==> src/rtl/pipe_stage_reg_if.sv <==
// Handshake bundle for one pipeline stage: upstream in_* channel, downstream out_* channel, flush, occupancy.
// No latency of its own; it only carries wires.
// Backpressure travels as out_ready_i into the stage and in_ready_o out of it.
interface pipe_stage_reg_if #(
  parameter int CTRL_W = 4,
  parameter int DATA_W = 69
);
  logic              in_valid_i;
  logic              in_ready_o;
  logic [CTRL_W-1:0] in_ctrl_i;
  logic [DATA_W-1:0] in_data_i;
  logic              out_valid_o;
  logic              out_ready_i;
  logic [CTRL_W-1:0] out_ctrl_o;
  logic [DATA_W-1:0] out_data_o;
  logic              flush_i;
  logic [1:0]        occ_o;

  // Stage side of the bundle.
  modport slave (
    input  in_valid_i, in_ctrl_i, in_data_i, out_ready_i, flush_i,
    output in_ready_o, out_valid_o, out_ctrl_o, out_data_o, occ_o
  );

  // Environment side: drives the upstream payload and the downstream ready.
  modport master (
    output in_valid_i, in_ctrl_i, in_data_i, out_ready_i, flush_i,
    input  in_ready_o, out_valid_o, out_ctrl_o, out_data_o, occ_o
  );
endinterface

==> src/rtl/pipe_stage_reg.sv <==
// Two-entry skid-buffered pipeline register with a flush input and a bubble control value.
// Latency is 1 cycle from input transfer to output. Throughput is one payload per cycle.
// in_ready_o is registered, so the skid entry absorbs the one payload already in flight when downstream stalls.
module pipe_stage_reg #(
  parameter int              CTRL_W      = 4,
  parameter int              DATA_W      = 69,
  parameter logic [CTRL_W-1:0] BUBBLE_CTRL = '0
) (
  input  logic           clk_i,
  input  logic           rst_n_i,
  pipe_stage_reg_if.slave bus
);

  typedef enum logic [1:0] {
    EMPTY = 2'd0,
    ONE   = 2'd1,
    FULL  = 2'd2
  } state_t;

  state_t            state_q, state_d;
  logic              out_valid_q, out_valid_d;
  logic              in_ready_q, in_ready_d;
  logic [CTRL_W-1:0] main_ctrl_q, main_ctrl_d;
  logic [DATA_W-1:0] main_data_q, main_data_d;
  logic [CTRL_W-1:0] skid_ctrl_q, skid_ctrl_d;
  logic [DATA_W-1:0] skid_data_q, skid_data_d;

  logic in_xfer;
  logic out_xfer;

  assign in_xfer  = bus.in_valid_i & in_ready_q;
  assign out_xfer = out_valid_q & bus.out_ready_i;

  // Next-state logic and payload routing. Flush overrides every transfer.
  always_comb begin
    state_d     = state_q;
    main_ctrl_d = main_ctrl_q;
    main_data_d = main_data_q;
    skid_ctrl_d = skid_ctrl_q;
    skid_data_d = skid_data_q;

    if (bus.flush_i) begin
      state_d = EMPTY;
    end else begin
      case (state_q)
        EMPTY: begin
          if (in_xfer) begin
            state_d     = ONE;
            main_ctrl_d = bus.in_ctrl_i;
            main_data_d = bus.in_data_i;
          end
        end
        ONE: begin
          case ({in_xfer, out_xfer})
            2'b11: begin
              main_ctrl_d = bus.in_ctrl_i;
              main_data_d = bus.in_data_i;
            end
            2'b10: begin
              state_d     = FULL;
              skid_ctrl_d = bus.in_ctrl_i;
              skid_data_d = bus.in_data_i;
            end
            2'b01:   state_d = EMPTY;
            default: state_d = ONE;
          endcase
        end
        FULL: begin
          // in_ready_o is low here, so only the drain path matters.
          if (out_xfer) begin
            state_d     = ONE;
            main_ctrl_d = skid_ctrl_q;
            main_data_d = skid_data_q;
          end
        end
        default: state_d = EMPTY;
      endcase
    end

    // The output control register holds the bubble value whenever the stage is empty.
    // That keeps out_ctrl_o a pure flop output.
    if (state_d == EMPTY) begin
      main_ctrl_d = BUBBLE_CTRL;
    end
    out_valid_d = (state_d != EMPTY);
    in_ready_d  = (state_d != FULL);
  end

  // State and payload registers. Reset discards everything and clears both entries.
  always_ff @(posedge clk_i or negedge rst_n_i) begin
    if (!rst_n_i) begin
      state_q     <= EMPTY;
      out_valid_q <= 1'b0;
      in_ready_q  <= 1'b1;
      main_ctrl_q <= BUBBLE_CTRL;
      main_data_q <= '0;
      skid_ctrl_q <= '0;
      skid_data_q <= '0;
    end else begin
      state_q     <= state_d;
      out_valid_q <= out_valid_d;
      in_ready_q  <= in_ready_d;
      main_ctrl_q <= main_ctrl_d;
      main_data_q <= main_data_d;
      skid_ctrl_q <= skid_ctrl_d;
      skid_data_q <= skid_data_d;
    end
  end

  assign bus.in_ready_o  = in_ready_q;
  assign bus.out_valid_o = out_valid_q;
  assign bus.out_ctrl_o  = main_ctrl_q;
  assign bus.out_data_o  = main_data_q;
  assign bus.occ_o       = state_q;

endmodule

==> src/flat_wrapper.sv <==
// flat-port wrapper written by rule: the top's interface ports become plain ports
module pipe_stage_reg_flat 
#(
  parameter int              CTRL_W      = 4,
  parameter int              DATA_W      = 69,
  parameter logic [CTRL_W-1:0] BUBBLE_CTRL = '0
)
  (clk_i, rst_n_i, bus_in_valid_i, bus_in_ctrl_i, bus_in_data_i, bus_out_ready_i, bus_flush_i, bus_in_ready_o, bus_out_valid_o, bus_out_ctrl_o, bus_out_data_o, bus_occ_o);
  pipe_stage_reg_if #(.CTRL_W(CTRL_W), .DATA_W(DATA_W)) bus_i ();
  input  logic clk_i;
  input  logic rst_n_i;
  input wire logic [$bits(bus_i.in_valid_i)-1:0] bus_in_valid_i;
  input wire logic [$bits(bus_i.in_ctrl_i)-1:0] bus_in_ctrl_i;
  input wire logic [$bits(bus_i.in_data_i)-1:0] bus_in_data_i;
  input wire logic [$bits(bus_i.out_ready_i)-1:0] bus_out_ready_i;
  input wire logic [$bits(bus_i.flush_i)-1:0] bus_flush_i;
  output wire logic [$bits(bus_i.in_ready_o)-1:0] bus_in_ready_o;
  output wire logic [$bits(bus_i.out_valid_o)-1:0] bus_out_valid_o;
  output wire logic [$bits(bus_i.out_ctrl_o)-1:0] bus_out_ctrl_o;
  output wire logic [$bits(bus_i.out_data_o)-1:0] bus_out_data_o;
  output wire logic [$bits(bus_i.occ_o)-1:0] bus_occ_o;
  assign bus_i.in_valid_i = bus_in_valid_i;
  assign bus_i.in_ctrl_i = bus_in_ctrl_i;
  assign bus_i.in_data_i = bus_in_data_i;
  assign bus_i.out_ready_i = bus_out_ready_i;
  assign bus_i.flush_i = bus_flush_i;
  assign bus_in_ready_o = bus_i.in_ready_o;
  assign bus_out_valid_o = bus_i.out_valid_o;
  assign bus_out_ctrl_o = bus_i.out_ctrl_o;
  assign bus_out_data_o = bus_i.out_data_o;
  assign bus_occ_o = bus_i.occ_o;
  pipe_stage_reg #(.CTRL_W(CTRL_W), .DATA_W(DATA_W), .BUBBLE_CTRL(BUBBLE_CTRL)) u_core (.clk_i(clk_i), .rst_n_i(rst_n_i), .bus(bus_i));
endmodule
==> config.mk <==
export PLATFORM = sky130hd
export DESIGN_NAME = pipe_stage_reg_flat
export DESIGN_NICKNAME = d
export VERILOG_FILES = /design/src/rtl/pipe_stage_reg_if.sv /design/src/rtl/pipe_stage_reg.sv /design/src/flat_wrapper.sv
export SDC_FILE = /design/constraint.sdc
export NUM_CORES = 1
export LEC_CHECK = 0
export ABC_AREA = 1
export CORE_MARGIN = 2
export CORE_UTILIZATION = 59
export DETAILED_ROUTE_END_ITERATION = 8
export DONT_BUFFER_PORTS = 1
export PLACE_DENSITY = 0.72
export SLEW_MARGIN = 20
export SYNTH_ARGS = -nofsm -noshare
export SYNTH_HDL_FRONTEND = slang
export SYNTH_SLANG_ARGS = --single-unit
==> constraint.sdc <==
create_clock -name clk_i -period 4.2 [get_ports clk_i]
set_clock_uncertainty 0.05 [all_clocks]
set_input_delay 0.84 -clock clk_i [delete_from_list [all_inputs] [get_ports clk_i]]
set_output_delay 0.84 -clock clk_i [all_outputs]
set_load 0.05 [all_outputs]
==> impl_metrics.py, run 1 <==
metrics = {
    "status": {
        "outcome": "completed",
    },
    "global_routing": {
        "antenna_found_initial": 0,
        "grt-ovfl-total": 0,
        "grt_use_total_pct": 25.9,
        "grt_pass1_wl_mm": 24.2,
        "grt_pass1_vias": 5071,
        "grt_max_degree": 151,
    },
    "detailed_routing": {
        "firstDrtPassIters": 5,
        "drc": 0,
        "antenna_left": 0,
        "totalWireLength_mm": 14.8,
        "routed_via_density": 5.56,
        "first_iter_violations": 470,
        "vias": 5249,
        "routedWlPerCell_microns": 15.7,
    },
    "power_and_ir_drop": {
        "p_int_mw": 3.33,
        "pwr-share-seq_pct": 60.8,
        "power.density_nw_per_um2": 860,
        "p_leak_nw": 3.82,
        "p_clk_share_pct": 22.6,
        "pwr-share-comb_pct": 16.6,
        "ir_drop_v": 0.000503,
        "sw_frac_of_total_pct": 45.9,
        "power_switching_mw": 2.82,
    },
    "synthesis": {
        "ys.warnings.count": 0,
        "ys_dominant_reg_cell": "dfrtp_1",
        "synth_simple_gate_area_share_pct": 19.0,
        "synth-compound-area-share_pct": 16.2,
        "synth.distinct_cells": 21,
        "synth_top_family_by_area": "simple AND/OR/NAND/NOR gates",
        "synth_cells": 826,
        "synth_top_area_cell": "dfrtp_1",
        "synth_mux_area_share_pct": 0,
        "synth-xor-area-share_pct": 0,
        "synth_common_cells": "nand2_1 (240), dfrtp_1 (149), o21ai_0 (142), inv_1 (80)",
        "synth-seq-cells": 150,
        "syn_nets": 904,
        "syn_avg_cell_area_sq_um": 8.08,
        "syn_area_sq_um": 6670,
        "async_flop_share_pct": 100,
        "synth_edf_count": 0,
        "synth_most_common_cell": "nand2_1",
        "synth_area_leaders": "dfrtp_1 (56%), nand2_1 (14%), o21ai_0 (11%)",
        "ys_seq_area_share_pct": 56.3,
        "yosys.area.top_type_share_pct": 55.9,
        "synth_fa_ha_area_share_pct": 0,
    },
    "setup_path": {
        "worstSetupEndpointType": "register",
        "crit_buf_inv": 0,
        "max_stage_delay_ns": 0.90,
        "crit_chain": "nand2_4 > nand2_2 > nand2_2 > nor2_8 > nand2_1 > nand2_1",
        "cp_data_arrival_time_ns": 3.24,
        "cp_top_family": "simple AND/OR/NAND/NOR gates",
        "required_ns": 4.50,
        "critPathLaunchType": "register",
        "cp_slowest_cell": "dfrtp_1",
        "path_max_fanout": 69,
        "critPathKind": "reg -> reg",
    },
    "floorplanning": {
        "die-height_microns": 110,
        "core_area_sq_um": 10900,
        "placementRows": 38,
        "pin_count": 155,
        "dieWidth_microns": 110,
        "die-area_sq_um": 12200,
        "start_util_pct": 61.0,
    },
    "timing": {
        "post-route-min-period_ns": 2.93,
        "fmax_mhz": 341,
        "fin_setup_tns_ns": 0,
        "min_period_over_period_pct": 69.8,
        "setup_ws_ns": 1.27,
        "rsz0062_at_grt": "false",
        "final-setup-viol-count": 0,
        "max_slew_margin_pct": 36.4,
        "slew_violations": 0,
        "worst_slew_pin_slew_ns": 0.955,
        "hold_viol_final": 0,
    },
    "layout": {
        "final_layout_size_suffix_gt1_share_pct": 4.60,
        "area_growth_syn_to_layout_pct": 7.14,
        "num-fill-cells": 946,
        "antennaDiodeCount": 0,
        "layout.nets": 872,
    },
    "place": {
        "gp_congestion": 0.861,
        "dpl.hpwl_mm": 9.03,
        "pre_cts_slack_ns": 1.32,
        "io_buffers": 0,
    },
    "cts": {
        "postCtsSetupBuffers": 0,
        "clk_latency_ns": 0.42,
        "ctsHoldBuffers": 0,
        "clock-root-buffer": "clkbuf_16",
        "numCtsBuffers": 17,
        "cts_tree": "built",
        "cts_resized": 0,
        "clock-sinks": 150,
        "clockBufferDepth": 2,
        "clkTransAtPathRegs_ns": 0.06,
        "htreeDepth": 4,
    },
    "flow_run": {
        "maxCapViolCount": 0,
    },
    "hold_path": {
        "hp-class": "in -> async",
    },
}
[worst reg2reg max path: stages, from the launching register on]
cell     delay (ns)
dfrtp_1        0.90
nand2_4        0.49
nand2_2        0.28
nand2_2        0.12
nor2_8         0.74
nand2_1        0.17
nand2_1        0.12
[routing by layer]
metal  vias up  global-route usage [%]  wire length (microns)
met4         0                    10.5                    372
met2       207                    40.1                   6920
met5         -                       0                      0
met3        30                    9.76                   1370
li1       2537                       -                      -
met1      2475                    33.1                   6190
[through the flow]
| stage | instances | util (%) | hold WS (ns) | area, sq um | total power, mW |
|---|---|---|---|---|---|
| floorplan | 826 | - | 0.404 | 6670 | 4.49 |
| global placement | 915 | 60.5 | 0.416 | 6620 | 4.70 |
| detailed placement | 915 | 60.5 | 0.425 | 6620 | 4.79 |
| CTS | 944 | 65.4 | 0.0454 | 7150 | 6.19 |
| global route | 944 | 65.4 | 0.0412 | 7150 | 6.54 |
| finish | 944 | 65.4 | 0.0609 | 7150 | 6.15 |
[logic make-up (layout without fill, tap and decap cells)]
| group | after synthesis | in the layout |
|---|---|---|
| AO/OA/AOI/OAI | 214 | 214 |
| AND/OR/NAND/NOR | 325 | 325 |
| buffers and inverters | 137 | 115 |
| flip-flops | 150 | 150 |
[registers in the layout, summed over array words and instances (netlist names)]
| register | count |
|---|---|
| u_core.bus.out_valid_o | 1 |
| u_core.bus.out_data_o | 69 |
| u_core.bus.in_ready_o | 1 |
| u_core.bus.out_ctrl_o | 4 |
| u_core.skid_data_q | 69 |
| u_core.skid_ctrl_q | 4 |
| u_core.bus.occ_o | 2 |
[power by group through the flow]
| stage | combinational (mW) | clock (mW) | sequential (mW) |
|---|---|---|---|
| global placement | 0.964 | 0 | 3.73 |
| detailed placement | 1.03 | 0 | 3.76 |
| CTS | 1.03 | 1.41 | 3.74 |
| floorplan | 0.885 | 0 | 3.61 |
| global route | 1.23 | 1.48 | 3.83 |
| finish | 1.02 | 1.39 | 3.74 |
[placed cells by master (no fill, tap or decap), types with 2 or more instances in the layout]
cell type	count
buf_4	4
nand2_1	240
a21oi_1	71
nand3_1	8
inv_1	80
clkbuf_1	4
nand2_2	2
dfrtp_1	149
nor2_1	71
clkbuf_8	3
clkbuf_16	17
clkinv_2	4
o21ai_0	142
[worst paths after layout]
path	start	to	slack, ns	depth (start not counted)
setup reg to reg	u_core.bus.occ_o[1]	u_core.bus.out_data_o[21]	1.27	6
min in group clk_i	u_core.skid_data_q[29]	u_core.skid_data_q[29]	0.43	2
max in group asynchronous	rst_n_i	u_core.bus.in_ready_o	3.82	0
setup / recovery	u_core.bus.occ_o[1]	u_core.bus.out_data_o[21]	1.27	6
hold reg to reg	u_core.skid_data_q[29]	u_core.skid_data_q[29]	0.43	2
hold / removal	rst_n_i	u_core.bus.out_data_o[26]	0.06	0
[area by class of cell]
type,instances,area [sq um],share of cell area (%)
repair buffers,4,30.0,0.420
flip-flops and latches,150,3750,52.5
multi-input cells,539,2350,32.9
well taps,140,175,2.45
clock buffers,24,482,6.74
clock inverters,5,50.0,0.700
inverters,82,308,4.31
Power figures use the tool's default switching activity.
==> run 2, diff against run 1 <==
Settings changed: ABC_AREA 1 to 0, CORE_UTILIZATION 59 to 57.
Clock period 4.2 ns to 2.55 ns, I/O delays scaled along.
==> run 2 against run 1 <==
Against the previous run:
- the flow now finishes with violations (hold timing)
- critical path depth is 2 lower
- total power is 52% higher
- maximum frequency is 37% higher
- final area is 6.0% higher
- worst setup slack worse by 0.86 ns
- clock power is 83% higher
- utilization is 1.5 points lower
- flip-flop and latch count stayed put
- worst hold slack worse by 0.32 ns
- area after synthesis is 2.7% higher
- die area is 6.0% higher
- sequential power is 41% higher
- critical endpoint is now u_core.skid_data_q[9]
==> impl_metrics.py, run 2 <==
metrics = {
    "power_and_ir_drop": {
        "ir_drop_v": 0.000649,
        "power.density_nw_per_um2": 1230,
        "p_leak_nw": 3.54,
    },
    "detailed_routing": {
        "vias": 3419,
        "antenna_left": 0,
        "routedWlPerCell_microns": 20.9,
        "routed_via_density": 5.79,
        "first_iter_violations": 201,
        "drc": 0,
        "firstDrtPassIters": 4,
        "totalWireLength_mm": 12.4,
    },
    "floorplanning": {
        "die-area_sq_um": 12900,
        "core_area_sq_um": 11900,
        "pin_count": 155,
        "dieWidth_microns": 114,
        "start_util_pct": 57.8,
        "placementRows": 40,
        "die-height_microns": 114,
    },
    "timing": {
        "fmax_mhz": 468,
        "final-setup-viol-count": 0,
        "hold_viol_final": 150,
        "worst_slew_pin_slew_ns": 0.532,
        "post-route-min-period_ns": 2.14,
        "max_slew_margin_pct": 64.5,
        "rsz0062_at_grt": "false",
        "min_period_over_period_pct": 83.8,
        "timing.hold.ws_ns": -0.259,
        "slew_violations": 0,
        "setup_ws_ns": 0.412,
        "fin_setup_tns_ns": 0,
    },
    "layout": {
        "num-fill-cells": 884,
        "final_cells": 591,
        "final_layout_size_suffix_gt1_share_pct": 55.2,
        "layout_common_cells": "dfrtp_1 (149), mux2_2 (128), mux2_4 (70)",
        "final_area_sq_um": 7580,
        "antennaDiodeCount": 0,
        "layout.nets": 509,
        "final_common_cell": "dfrtp_1",
        "area_growth_syn_to_layout_pct": 10.6,
    },
    "setup_path": {
        "critPathLaunchType": "register",
        "cp_data_arrival_time_ns": 2.39,
        "required_ns": 2.80,
        "worstSetupEndpointType": "register",
        "path_max_fanout": 19,
        "critPathKind": "reg -> reg",
    },
    "synthesis": {
        "synth_area_leaders": "dfrtp_1 (54%), mux2_2 (21%), mux2_4 (15%)",
        "synth_common_cells": "dfrtp_1 (149), mux2_2 (128), mux2_4 (70), mux2_1 (13), nand2_1 (12)",
        "synth_edf_count": 0,
        "ys_seq_area_share_pct": 54.8,
        "ys.warnings.count": 0,
        "ys_dominant_reg_cell": "dfrtp_1",
        "syn_avg_cell_area_sq_um": 16.2,
        "synth_cells": 424,
        "synth-compound-area-share_pct": 1.37,
        "synth_fa_ha_area_share_pct": 0,
        "syn_nets": 502,
        "syn_area_sq_um": 6850,
        "synth_mux_area_share_pct": 38.7,
        "synth.distinct_cells": 26,
        "synth-xor-area-share_pct": 0,
        "async_flop_share_pct": 100,
        "synth_top_family_by_area": "multiplexers",
        "yosys.area.top_type_share_pct": 54.4,
        "synth_most_common_cell": "dfrtp_1",
        "synth_top_area_cell": "dfrtp_1",
        "synth_simple_gate_area_share_pct": 1.70,
        "synth-seq-cells": 150,
    },
    "cts": {
        "htreeDepth": 4,
        "clkTransAtPathRegs_ns": 0.06,
        "clock-root-buffer": "clkbuf_16",
        "clockBufferDepth": 2,
        "postCtsSetupBuffers": 0,
        "numCtsBuffers": 17,
        "cts_tree": "built",
        "clock-sinks": 150,
        "cts_resized": 0,
        "clk_latency_ns": 0.41,
    },
    "place": {
        "dpl.hpwl_mm": 7.98,
        "numPlacedInstances": 559,
        "pre_cts_slack_ns": 0.421,
        "gp_congestion": 0.724,
        "dpl-instance-area_sq_um": 6970,
        "io_buffers": 0,
    },
    "flow_run": {
        "maxCapViolCount": 0,
    },
    "global_routing": {
        "grt-ovfl-total": 0,
        "grt_max_degree": 151,
        "grt_pass1_vias": 3757,
        "antenna_found_initial": 0,
        "grt_pass1_wl_mm": 19.7,
        "grt_use_total_pct": 20.1,
    },
    "hold_path": {
        "hp-class": "in -> async",
    },
    "status": {
        "violations": "hold timing",
        "outcome": "finished with violations",
    },
}
[run 2: critical path: stages, from the launching register on]
cell and delay [ns]:
dfstp_2 0.55, nand2_1 0.10, or4_4 0.73, buf_12 0.27
mux2_1 0.31
[run 2: logic make-up after synthesis]
| family | Yosys count |
|---|---|
| buffers and inverters | 26 |
| muxes | 212 |
| DFF | 150 |
| and+or+nand+nor | 24 |
| AOI/OAI and AO/OA | 12 |
[run 2: worst paths after layout]
kind	from	endpoint	slack (ns)	depth (start not counted)
setup / recovery	u_core.bus.in_ready_o	u_core.skid_data_q[9]	0.41	4
hold / removal	rst_n_i	u_core.bus.out_data_o[24]	-0.26	0
setup reg to reg	u_core.bus.in_ready_o	u_core.skid_data_q[9]	0.41	4
hold reg to reg	u_core.skid_data_q[8]	u_core.skid_data_q[8]	0.44	1
max in group asynchronous	rst_n_i	u_core.bus.in_ready_o	2.45	0
min in group clk_i	bus_flush_i	u_core.bus.occ_o[0]	0.11	1
[run 2: layer usage]
metal | vias up | global-route usage [%] | wire (microns)
li1 | 1541 | - | -
met1 | 1761 | 24.7 | 5230
met2 | 99 | 31.5 | 5850
met3 | 18 | 8.61 | 1050
met4 | 0 | 7.89 | 238
met5 | - | 0 | 0
[run 2: through the flow]
stage	util [%]	hold slack, ns	power [mW]
finish	63.9	-0.259	9.35
global route	63.9	-0.289	9.77
CTS	63.9	-0.283	9.46
detailed placement	58.8	0.168	6.86
global placement	58.8	0.168	6.77
floorplan	-	0.164	6.51
[run 2: power breakdown]
part	internal (mW)	switching (mW)	total [mW]
clock	1.63	0.913	2.54
combinational	1.13	0.427	1.55
sequential	3.28	1.97	5.26
[run 2: layout make-up]
type                    count  area [sq um]  share of cell area [%]
inverters                   3          11.3                   0.149
clock inverters            10           125                    1.65
repair buffers             11           145                    1.92
flip-flops and latches    150          3750                    49.5
clock buffers              22           484                    6.39
multi-input cells         248          2870                    37.9
well taps                 147           184                    2.43
==> run 3, diff against run 2 <==
Settings changed: CORE_UTILIZATION 57 to 59.
Clock period 2.55 ns to 2 ns, I/O delays scaled along.
==> run 3 against run 2 <==
Against the previous run:
- the flow still finishes with violations (hold timing)
- non-clock buffer count is 2 higher
- die area decreased by 3.3%
- routed wire length is 1.1% higher
- critical endpoint is now u_core.skid_data_q[41]
==> impl_metrics.py, run 3 (synthesis results as in run 2) <==
metrics = {
    "status": {
        "outcome": "finished with violations",
        "violations": "hold timing",
    },
    "detailed_routing": {
        "drc": 0,
        "routedWlPerCell_microns": 21.4,
        "totalWireLength_mm": 12.5,
        "firstDrtPassIters": 5,
        "first_iter_violations": 165,
        "vias": 3473,
        "routed_via_density": 5.94,
        "antenna_left": 0,
    },
    "place": {
        "io_buffers": 0,
        "dpl-instance-area_sq_um": 7020,
        "pre_cts_slack_ns": 0.0611,
        "numPlacedInstances": 556,
        "gp_congestion": 0.794,
        "dpl.hpwl_mm": 8.02,
    },
    "hold_path": {
        "hp-class": "in -> async",
    },
    "timing": {
        "worst_slew_pin_slew_ns": 0.523,
        "final-setup-viol-count": 0,
        "timing.hold.ws_ns": -0.367,
        "setup_ws_ns": 0.0523,
        "hold_viol_final": 150,
        "rsz0062_at_grt": "false",
        "min_period_over_period_pct": 97.4,
        "slew_violations": 0,
        "fmax_mhz": 513,
        "fin_setup_tns_ns": 0,
        "post-route-min-period_ns": 1.95,
        "max_slew_margin_pct": 65.1,
    },
    "floorplanning": {
        "die-height_microns": 112,
        "placementRows": 39,
        "core_area_sq_um": 11400,
        "dieWidth_microns": 112,
        "die-area_sq_um": 12500,
        "start_util_pct": 60.3,
        "pin_count": 155,
    },
    "cts": {
        "ctsHoldBuffers": 1,
        "clock-sinks": 150,
        "clock-root-buffer": "clkbuf_16",
        "clkTransAtPathRegs_ns": 0.06,
        "clk_latency_ns": 0.41,
        "cts_tree": "built",
        "postCtsSetupBuffers": 0,
        "numCtsBuffers": 17,
        "cts_resized": 0,
        "clockBufferDepth": 2,
        "htreeDepth": 4,
    },
    "layout": {
        "area_growth_syn_to_layout_pct": 10.2,
        "layout_common_cells": "dfrtp_1 (147), mux2_2 (128), mux2_4 (79)",
        "layout.nets": 511,
        "num-fill-cells": 824,
        "antennaDiodeCount": 0,
        "final_cells": 585,
        "final_layout_size_suffix_gt1_share_pct": 57.0,
        "utilization_pct": 66.4,
        "final_common_cell": "dfrtp_1",
        "final_area_sq_um": 7550,
    },
    "setup_path": {
        "r2r-start": "u_core.bus.in_ready_o",
        "worstSetupEndpointType": "register",
        "required_ns": 2.24,
        "cp_data_arrival_time_ns": 2.19,
        "reg2regPathDepth": 4,
        "critPathKind": "reg -> reg",
        "path_max_fanout": 48,
        "critPathLaunchType": "register",
        "r2r_end": "u_core.skid_data_q[41]",
        "r2r_setup_slack_ns": 0.05,
    },
    "power_and_ir_drop": {
        "ir_drop_v": 0.00107,
        "power.density_nw_per_um2": 1540,
        "power_mw": 11.6,
        "p_leak_nw": 3.53,
    },
    "flow_run": {
        "maxCapViolCount": 0,
    },
    "global_routing": {
        "grt_use_total_pct": 21.3,
        "grt-ovfl-total": 0,
        "grt_max_degree": 151,
        "antenna_found_initial": 0,
        "grt_pass1_wl_mm": 20.7,
        "grt_pass1_vias": 3855,
    },
}
-- run 3: worst max path at each step --
stage                                     start                        to  slack, ns  cells after the start
after floorplan           u_core.bus.in_ready_o     u_core.skid_ctrl_q[0]      -0.07                      5
after global placement    u_core.bus.in_ready_o    u_core.skid_data_q[60]        0.1                      4
after detailed placement  u_core.bus.in_ready_o    u_core.skid_data_q[58]       0.06                      4
after CTS                 u_core.bus.in_ready_o    u_core.skid_data_q[41]       0.05                      4
after global routing      u_core.bus.in_ready_o  u_core.bus.out_data_o[6]     0.0006                      5
final                     u_core.bus.in_ready_o    u_core.skid_data_q[41]       0.05                      4
-- run 3: final cells by class --
| type | instances | area, sq um | area share, % |
|---|---|---|---|
| Multi-Input combinational cell | 248 | 2910 | 38.5 |
| Clock inverter | 6 | 55.1 | 0.729 |
| Timing Repair Buffer | 13 | 175 | 2.32 |
| Tap cell | 143 | 179 | 2.37 |
| Inverter | 3 | 11.3 | 0.149 |
| Sequential cell | 150 | 3760 | 49.8 |
| Clock buffer | 22 | 464 | 6.15 |
-- run 3: critical path, cell delays in order (launching register included) --
cell and delay [ns]:
dfstp_2 0.56, nand2_2 0.08, or4_4 0.53, buf_12 0.26, mux2_4 0.34
-- run 3: metal layers --
layer	track usage, %	routed length (microns)
met1	26.7	4990
met5	0	0
met4	8.40	255
met3	8.66	1020
met2	33.5	6250
-- run 3: report_power, final --
| group | total, mW | switching, mW | internal, mW |
|---|---|---|---|
| Combinational | 2.06 | 0.555 | 1.51 |
| Sequential | 6.72 | 2.53 | 4.19 |
| Clock | 2.85 | 1.11 | 1.73 |
